===== config.mk =====
export PLATFORM = sky130hd
export DESIGN_NAME = pipe_hazard_ctrl
export DESIGN_NICKNAME = d
export VERILOG_FILES = /design/src/rtl/pipe_ctrl_pkg.sv /design/src/rtl/md_busy_timer.sv /design/src/rtl/pipe_hazard_ctrl.sv
export SDC_FILE = /design/constraint.sdc
export NUM_CORES = 1
export LEC_CHECK = 0
export ABC_CLOCK_PERIOD_IN_PS = 2760
export CAP_MARGIN = 0
export CELL_PAD_IN_SITES_DETAIL_PLACEMENT = 1
export CELL_PAD_IN_SITES_GLOBAL_PLACEMENT = 1
export CORE_ASPECT_RATIO = 1.4
export CORE_MARGIN = 4
export CORE_UTILIZATION = 34
export DETAILED_ROUTE_END_ITERATION = 10
export GPL_ROUTABILITY_DRIVEN = 0
export PLACE_DENSITY_LB_ADDON = 0.1
export RECOVER_POWER = 50
export SKIP_CTS_REPAIR_TIMING = 1
export SLEW_MARGIN = 40
export SYNTH_ARGS = -nofsm -noshare
export SYNTH_HDL_FRONTEND = slang
export SYNTH_SLANG_ARGS = --single-unit
export TNS_END_PERCENT = 100

===== constraint.sdc =====
create_clock -name Clk -period 2.76 [get_ports Clk]
set_input_delay 0.552 -clock Clk [delete_from_list [all_inputs] [get_ports Clk]]
set_output_delay 0.552 -clock Clk [all_outputs]
set_load 0.01 [all_outputs]

===== src/rtl/pipe_ctrl_pkg.sv =====
// Shared types and constants for the pipeline hazard/stall controller.
package pipe_ctrl_pkg;

    typedef enum logic {
        MD_IDLE = 1'b0,
        MD_BUSY = 1'b1
    } md_state_t;

    localparam int DEF_MULT_LAT = 4;
    localparam int DEF_DIV_LAT  = 8;

    localparam logic [4:0] REG_ZERO = 5'd0;

endpackage


===== src/rtl/md_busy_timer.sv =====
// Multiply/divide occupancy timer: holds EX for LAT cycles from issue.
//
//   state   | meaning
//   MD_IDLE | no MD op in EX; a start stalls this cycle and loads cnt = LAT-2
//   MD_BUSY | MD op still executing; stall while cnt != 0, release at cnt == 0
module md_busy_timer
    import pipe_ctrl_pkg::*;
#(
    parameter int MULT_LAT = DEF_MULT_LAT,
    parameter int DIV_LAT  = DEF_DIV_LAT
) (
    input  logic clk,
    input  logic rst,
    input  logic start,
    input  logic is_div,
    input  logic abort,
    output logic busy,
    output logic releasing
);

    localparam int MAX_LAT = (DIV_LAT > MULT_LAT) ? DIV_LAT : MULT_LAT;
    localparam int CW      = $clog2(MAX_LAT);

    localparam logic [CW-1:0] MULT_LOAD = CW'(MULT_LAT - 2);
    localparam logic [CW-1:0] DIV_LOAD  = CW'(DIV_LAT - 2);

    md_state_t      state;
    logic [CW-1:0]  cnt;

    always_ff @(posedge clk) begin
        if (rst || abort) begin
            state <= MD_IDLE;
            cnt   <= '0;
        end else begin
            case (state)
                MD_IDLE: begin
                    if (start) begin
                        cnt   <= is_div ? DIV_LOAD : MULT_LOAD;
                        state <= MD_BUSY;
                    end
                end
                MD_BUSY: begin
                    // start is ignored here: on the release edge ID/EX loads a fresh instruction
                    if (cnt != '0) begin
                        cnt <= cnt - 1'b1;
                    end else begin
                        state <= MD_IDLE;
                    end
                end
                default: begin
                    state <= MD_IDLE;
                    cnt   <= '0;
                end
            endcase
        end
    end

    assign busy      = (state == MD_BUSY);
    assign releasing = (state == MD_BUSY) && (cnt == '0);

endmodule


===== src/rtl/pipe_hazard_ctrl.sv =====
// Hazard and stall controller: drives pipeline register enables/flushes and PC write.
module pipe_hazard_ctrl
    import pipe_ctrl_pkg::*;
#(
    parameter int MULT_LAT = DEF_MULT_LAT,
    parameter int DIV_LAT  = DEF_DIV_LAT,
    parameter int CNT_W    = 32
) (
    input  logic             Clk,
    input  logic             Rst,
    input  logic [4:0]       id_rs,
    input  logic [4:0]       id_rt,
    input  logic             id_use_rs,
    input  logic             id_use_rt,
    input  logic             id_branch_taken,
    input  logic             ex_mem_read,
    input  logic [4:0]       ex_rd,
    input  logic             ex_md_start,
    input  logic             ex_md_is_div,
    input  logic             exc_flush,
    output logic             pc_we,
    output logic             ifid_we,
    output logic             ifid_flush,
    output logic             idex_we,
    output logic             idex_flush,
    output logic             exmem_we,
    output logic             exmem_flush,
    output logic             memwb_we,
    output logic             memwb_flush,
    output logic             md_busy,
    output logic [CNT_W-1:0] stall_cycles
);

    logic md_release;
    logic md_stall;
    logic load_use;

    md_busy_timer #(
        .MULT_LAT (MULT_LAT),
        .DIV_LAT  (DIV_LAT)
    ) u_md_timer (
        .clk       (Clk),
        .rst       (Rst),
        .start     (ex_md_start),
        .is_div    (ex_md_is_div),
        .abort     (exc_flush),
        .busy      (md_busy),
        .releasing (md_release)
    );

    assign load_use = ex_mem_read && (ex_rd != REG_ZERO) &&
                      ((id_use_rs && (id_rs == ex_rd)) ||
                       (id_use_rt && (id_rt == ex_rd)));

    // Issue cycle stalls from IDLE; BUSY stalls every cycle except the release cycle.
    assign md_stall = md_busy ? !md_release : ex_md_start;

    always_comb begin
        pc_we       = 1'b1;
        ifid_we     = 1'b1;
        ifid_flush  = 1'b0;
        idex_we     = 1'b1;
        idex_flush  = 1'b0;
        exmem_we    = 1'b1;
        exmem_flush = 1'b0;
        memwb_we    = 1'b1;
        memwb_flush = 1'b0;

        if (exc_flush) begin
            ifid_flush  = 1'b1;
            idex_flush  = 1'b1;
            exmem_flush = 1'b1;
        end else if (md_stall) begin
            pc_we       = 1'b0;
            ifid_we     = 1'b0;
            idex_we     = 1'b0;
            exmem_flush = 1'b1;
        end else if (load_use) begin
            pc_we      = 1'b0;
            ifid_we    = 1'b0;
            idex_flush = 1'b1;
        end else if (id_branch_taken) begin
            ifid_flush = 1'b1;
        end
    end

    always_ff @(posedge Clk) begin
        if (Rst) begin
            stall_cycles <= '0;
        end else if (!pc_we && (stall_cycles != {CNT_W{1'b1}})) begin
            stall_cycles <= stall_cycles + 1'b1;
        end
    end

endmodule


Word-level counts from Yosys, hierarchy flattened
Index checks and enable logic that the tools add are counted.
{ "word_totals": {"input_bits": 24, "output_inout_bits": 42, "word_cells": 47, "reg_bits": 36} }
{ "classes": {"muxes": 22, "eq_ne": 5, "add_sub_neg": 2, "bitwise": 1, "n_reduce_logical": 14} }
{ "op_table": {"columns": ["op", "n"], "rows": [
  ["32-bit by 1-bit adder with 32-bit output, second input constant", 1],
  ["32-bit inequality test, second input constant", 1],
  ["1-bit two-way mux", 17],
  ["5-bit equality test", 2],
  ["3-bit two-way mux", 3],
  ["1-bit logical AND", 6],
  ["3-bit one-hot mux with 2 select lines", 1],
  ["5-bit nonzero test", 1],
  ["2-bit inequality test, second input constant", 2],
  ["3-bit logical NOT", 1],
  ["3-bit nonzero test", 1],
  ["3-bit by 1-bit subtractor with 3-bit output, second input constant", 1],
  ["1-bit logical NOT", 2],
  ["1-bit logical OR", 2],
  ["1-bit one-hot mux with 2 select lines", 1],
  ["2-bit AND reduction", 1],
  ["1-bit NOT", 1]
]} }

Depth between registers and ports, before layout
Gate-level depths: netlist of the first run.
{ "logic_depth": {"depth_word": 9, "ltp_mapped": 11, "depth_no_buf": 8} }

By module
Synthesis of the first run repeated with hierarchy kept, for this count alone.
{ "hier_totals": {"cells_unflattened": 258, "area_unflattened_um2": 2140.8} }
{ "by_module_without_submodules": {"columns": ["mod", "seq_area_each_um2", "instances", "area_each_um2", "cells_each"], "rows": [
  ["pipe_hazard_ctrl", 640.6, 1, 1918.1, 233],
  ["md_busy_timer", 80.1, 1, 222.7, 25]
]} }

Least setup slack after synthesis of the first run
OpenSTA, ideal clock, no wires.
{ "synth_path": {"path_type": "in2out", "startpoint": "input ex_rd[1]", "endpoint": "output ifid_flush", "setup_slack_ns": 0.214, "stages": 6, "required_ns": 2.208, "arrival_ns": 1.994, "n_path_buf": 2, "path_cell_list": "or4_1 > o21ai_1 > o21a_4 > buf_2 > buf_2 > a21o_1"} }
{ "synth_between": {"elab_chain_cells": 7, "elab_cells_between_ends": 11, "classes_between": "2 x eq/ne; 3 x mux; 6 x reduce/logical"} }
{ "synth_rtl": {"columns": ["item", "line", "text"], "rows": [
  ["start, declared", "pipe_hazard_ctrl.sv:17", "input logic [4:0] ex_rd,"],
  ["5-bit equality test (on tied branches)", "pipe_hazard_ctrl.sv:52, pipe_hazard_ctrl.sv:53", null],
  ["1-bit logical AND (on tied branches)", "pipe_hazard_ctrl.sv:52, pipe_hazard_ctrl.sv:53", null],
  ["1-bit logical OR", "pipe_hazard_ctrl.sv:52", "((id_use_rs && (id_rs == ex_rd)) ||"],
  ["1-bit logical AND *", "pipe_hazard_ctrl.sv:51", "assign load_use = ex_mem_read && (ex_rd != REG_ZERO) &&"],
  ["1-bit two-way mux *", "pipe_hazard_ctrl.sv:78", "end else if (load_use) begin"],
  ["1-bit two-way mux *", "pipe_hazard_ctrl.sv:73", "end else if (md_stall) begin"],
  ["1-bit two-way mux *", "pipe_hazard_ctrl.sv:69", "if (exc_flush) begin"],
  ["end, declared", "pipe_hazard_ctrl.sv:23", "output logic ifid_flush,"]
]} }
Mark *: on every way between the ends. The rest lies on a longest branch, timed or not.

Final worst setup path of the first run
Ends and elaborated chain as after synthesis.

==> results.cfg, run 1 <==
[status]
status = finished, final reports clean

[critical_path]
critPathLaunch = ex_rd[1]
r2r_slack_ns = 0.39
worst_path_max_delay_cell = nor4_2
crit_fanout = 3
worst_ep_required_time_ns = 2.21
path_common_cell = buf_4
cpPeakStageDelay_ns = 0.34
crit_chain = dlymetal6s2s_1 > buf_4 > xor2_1 > nor4_2 > a32oi_2 > buf_4 > o21a_4 > a21o_1 > buf_2
rr_startpoint = stall_cycles[8]$_SDFFE_PP0P_
cp.arrival_ns = 2.19
cp-start-kind = input port
crit_type = in -> out
critPathCaptureType = output port

[cts]
htreeDepth = 2
cts.sinks = 36
cts_tree = yes
cts_buffers = 5
root_buffer = clkbuf_8
clk_pin_slew_ns = 0.06
insertion_delay_ns = 0.29
cts_buffer_depth = 2

[power]
vdd_drop_max_uv = 194.0
power_density_mw_per_mm2 = 341.2
leakage_nw = 1.296

[floorplan]
fp.coreArea_mm2 = 0.006254
die_w_um = 75.81
pin_count = 66
start_util_pct = 34.99
die_h_um = 102.9
fp.dieArea_mm2 = 0.007802
rows = 34

[timing]
fin_ws_ns = 0.01657
holdWs_ns = 0.4882
slew_violations = 0
setup_tns_ns = 0
fmax_mhz = 364.5
setup_viol = 0
fin_crit_sh_pct = 99.40
hold_violations = 0
skew_ns = 0.006909
min_period_ns = 2.743

[synth]
synth_xor_area_share_pct = 4.002
seq_area_frac_synth_pct = 32.93
synth_cell_types = 47
avgSynthCellArea_um2 = 8.227
synth_seq_cells = 36
synth-simple-area-share_pct = 31.90
synth_top_family_by_area = simple AND/OR/NAND/NOR gates
synthArstFlopShare_pct = 0
ys.warnings.count = 0
yosys.area_share.adder_pct = 1.715
syn_inst = 266
muxShareOfSynthArea_pct = 4.117
synth_top_flop_cell = dfxtp_1
syn_area_mm2 = 0.002188
synth-compound-area-share_pct = 17.44
synth_edf_count = 0

[global_route]
antenna_found_initial = 0
grt-ovfl-total = 0
grt_pass1_vias = 2211
grt_max_degree = 31
grt_pass1_wl_um = 10150
grt_use_total_pct = 16.49

[cells_and_area]
diodes = 0
n_fill_cell = 744
drive_above_1_share_pct = 14.88
multi_input_area_mm2 = 0.001375
syn_to_final_growth_pct = 43.45
layout.nets = 363
regArea_um2 = 720.7

[worst_hold_path]
min_path_type = reg -> reg
worstHoldStart = u_md_timer.cnt[2]$_SDFFE_PP0P_

[place]
pre_cts_ws_ns = -0.5531
portBuffers = 62
hpwl_um = 4781

[routing]
vias = 2298
first_pass_iters = 4
ant_nets = 0
drc = 0
routed_wl_um = 6511
viasPerCell = 5.632
drt-initial-drc-count = 73
wire_per_inst_um = 15.96

[job]
max_cap_violations = 0
-- cell families (layout without fill, tap and decap cells) --
logic type	count (synthesis)	count (layout)
XOR/XNOR	10	10
flip-flops	36	36
AND/OR/NAND/NOR	117	117
multiplexers	8	8
adder cells (fa/ha/maj)	3	3
AO/OA/AOI/OAI	58	58
other	2	3
buffers and inverters	32	101
-- registers in the layout (all words and copies together), names as in the netlist --
name / flops
stall_cycles: 32
u_md_timer.cnt: 3
u_md_timer.busy: 1
-- routing by layer --
layer	global-route usage [%]	vias to the layer above	part of all wire (%)
li1	-	1122	-
met4	5.787	0	1.4
met1	19.76	1114	42
met5	0	-	0
met3	3.610	8	7.1
met2	28.36	54	50
-- synth_stat cells, drive strengths merged, types with 2 or more instances --
cell	number	area share, %
a21o	2	0.69
a21oi	23	5.3
and2	5	1.4
and3	5	1.4
and4	3	1.3
buf	16	4.8
clkbuf	7	1.2
conb	2	0.34
dfxtp	36	33
ha	3	1.7
inv	9	1.5
mux2	8	4.1
nand2	13	2.2
nand2b	4	1.1
nand3	13	3.0
nand4	12	3.7
nor2	19	3.3
nor2b	8	2.3
nor4	9	3.1
o21a	2	1.0
o21ai	5	1.1
o31ai	17	5.8
o41ai	3	1.2
or2	2	0.57
or4	18	6.2
or4b	2	0.91
xnor2	2	0.80
xor2	8	3.2
-- cell usage in the layout, fill, tap and decap left out, types with 3 or more instances in the layout --
master	instances
nor2b_1	8
a21oi_1	23
conb_1	3
nand3_1	13
nor2_1	19
nor4_2	5
xor2_1	7
ha_1	3
nand2_1	13
nor4_1	4
inv_1	9
or4_1	17
and3_1	5
dlygate4sd3_1	33
dfxtp_1	36
mux2_1	7
o41ai_1	3
buf_4	21
nand2b_1	3
clkbuf_8	5
dlymetal6s2s_1	11
o31ai_1	17
nand4_1	11
clkdlybuf4s50_1	16
and2_1	3
-- power by group --
part | switching [W] | internal, W
sequential | 0.00000314 | 0.000523
clock | 0.000185 | 0.000172
combinational | 0.0000946 | 0.0000943
-- critical path, delay by kind of cell --
kind	cells	cell delay (ns)
buf+inv	4	0.61
xor+xnor	1	0.17
compound gates	3	0.53
simple gates	1	0.34
-- through the flow --
step	util (%)	std cells	area, um2	power (W)
after floorplan	-	267	2192	0.0006245
after global placement	46.88	396	2932	0.0007115
after detailed placement	46.88	396	2932	0.0007129
after CTS	48.12	403	3009	0.001075
after global routing	50.20	408	3139	0.001125
final	50.20	408	3139	0.001071
-- path summary, 6_finish.rpt --
check                                    to  depth (start not counted)
min          u_md_timer.cnt[2]$_SDFFE_PP0P_                          2
max                              ifid_flush                          9
min reg2reg  u_md_timer.cnt[2]$_SDFFE_PP0P_                          2
max reg2reg   stall_cycles[30]$_SDFFE_PP0P_                          5
-- cell type report --
cell class	count	share of cell area, %
clock buffers	6	2.312
multi-input cells	199	43.80
repair buffers	85	26.82
clock inverters	1	0.1594
inverters	9	1.076
flip-flops and latches	36	22.96
well taps	72	2.870
Note: power is estimated with default switching activity, not from simulation.
==> inputs of run 2 (changes only) <==
CTS_CLUSTER_DIAMETER = 50   (was unset)
==> results of run 2 <==
The final DEF is identical to that of run 1; final timing and power are the same.
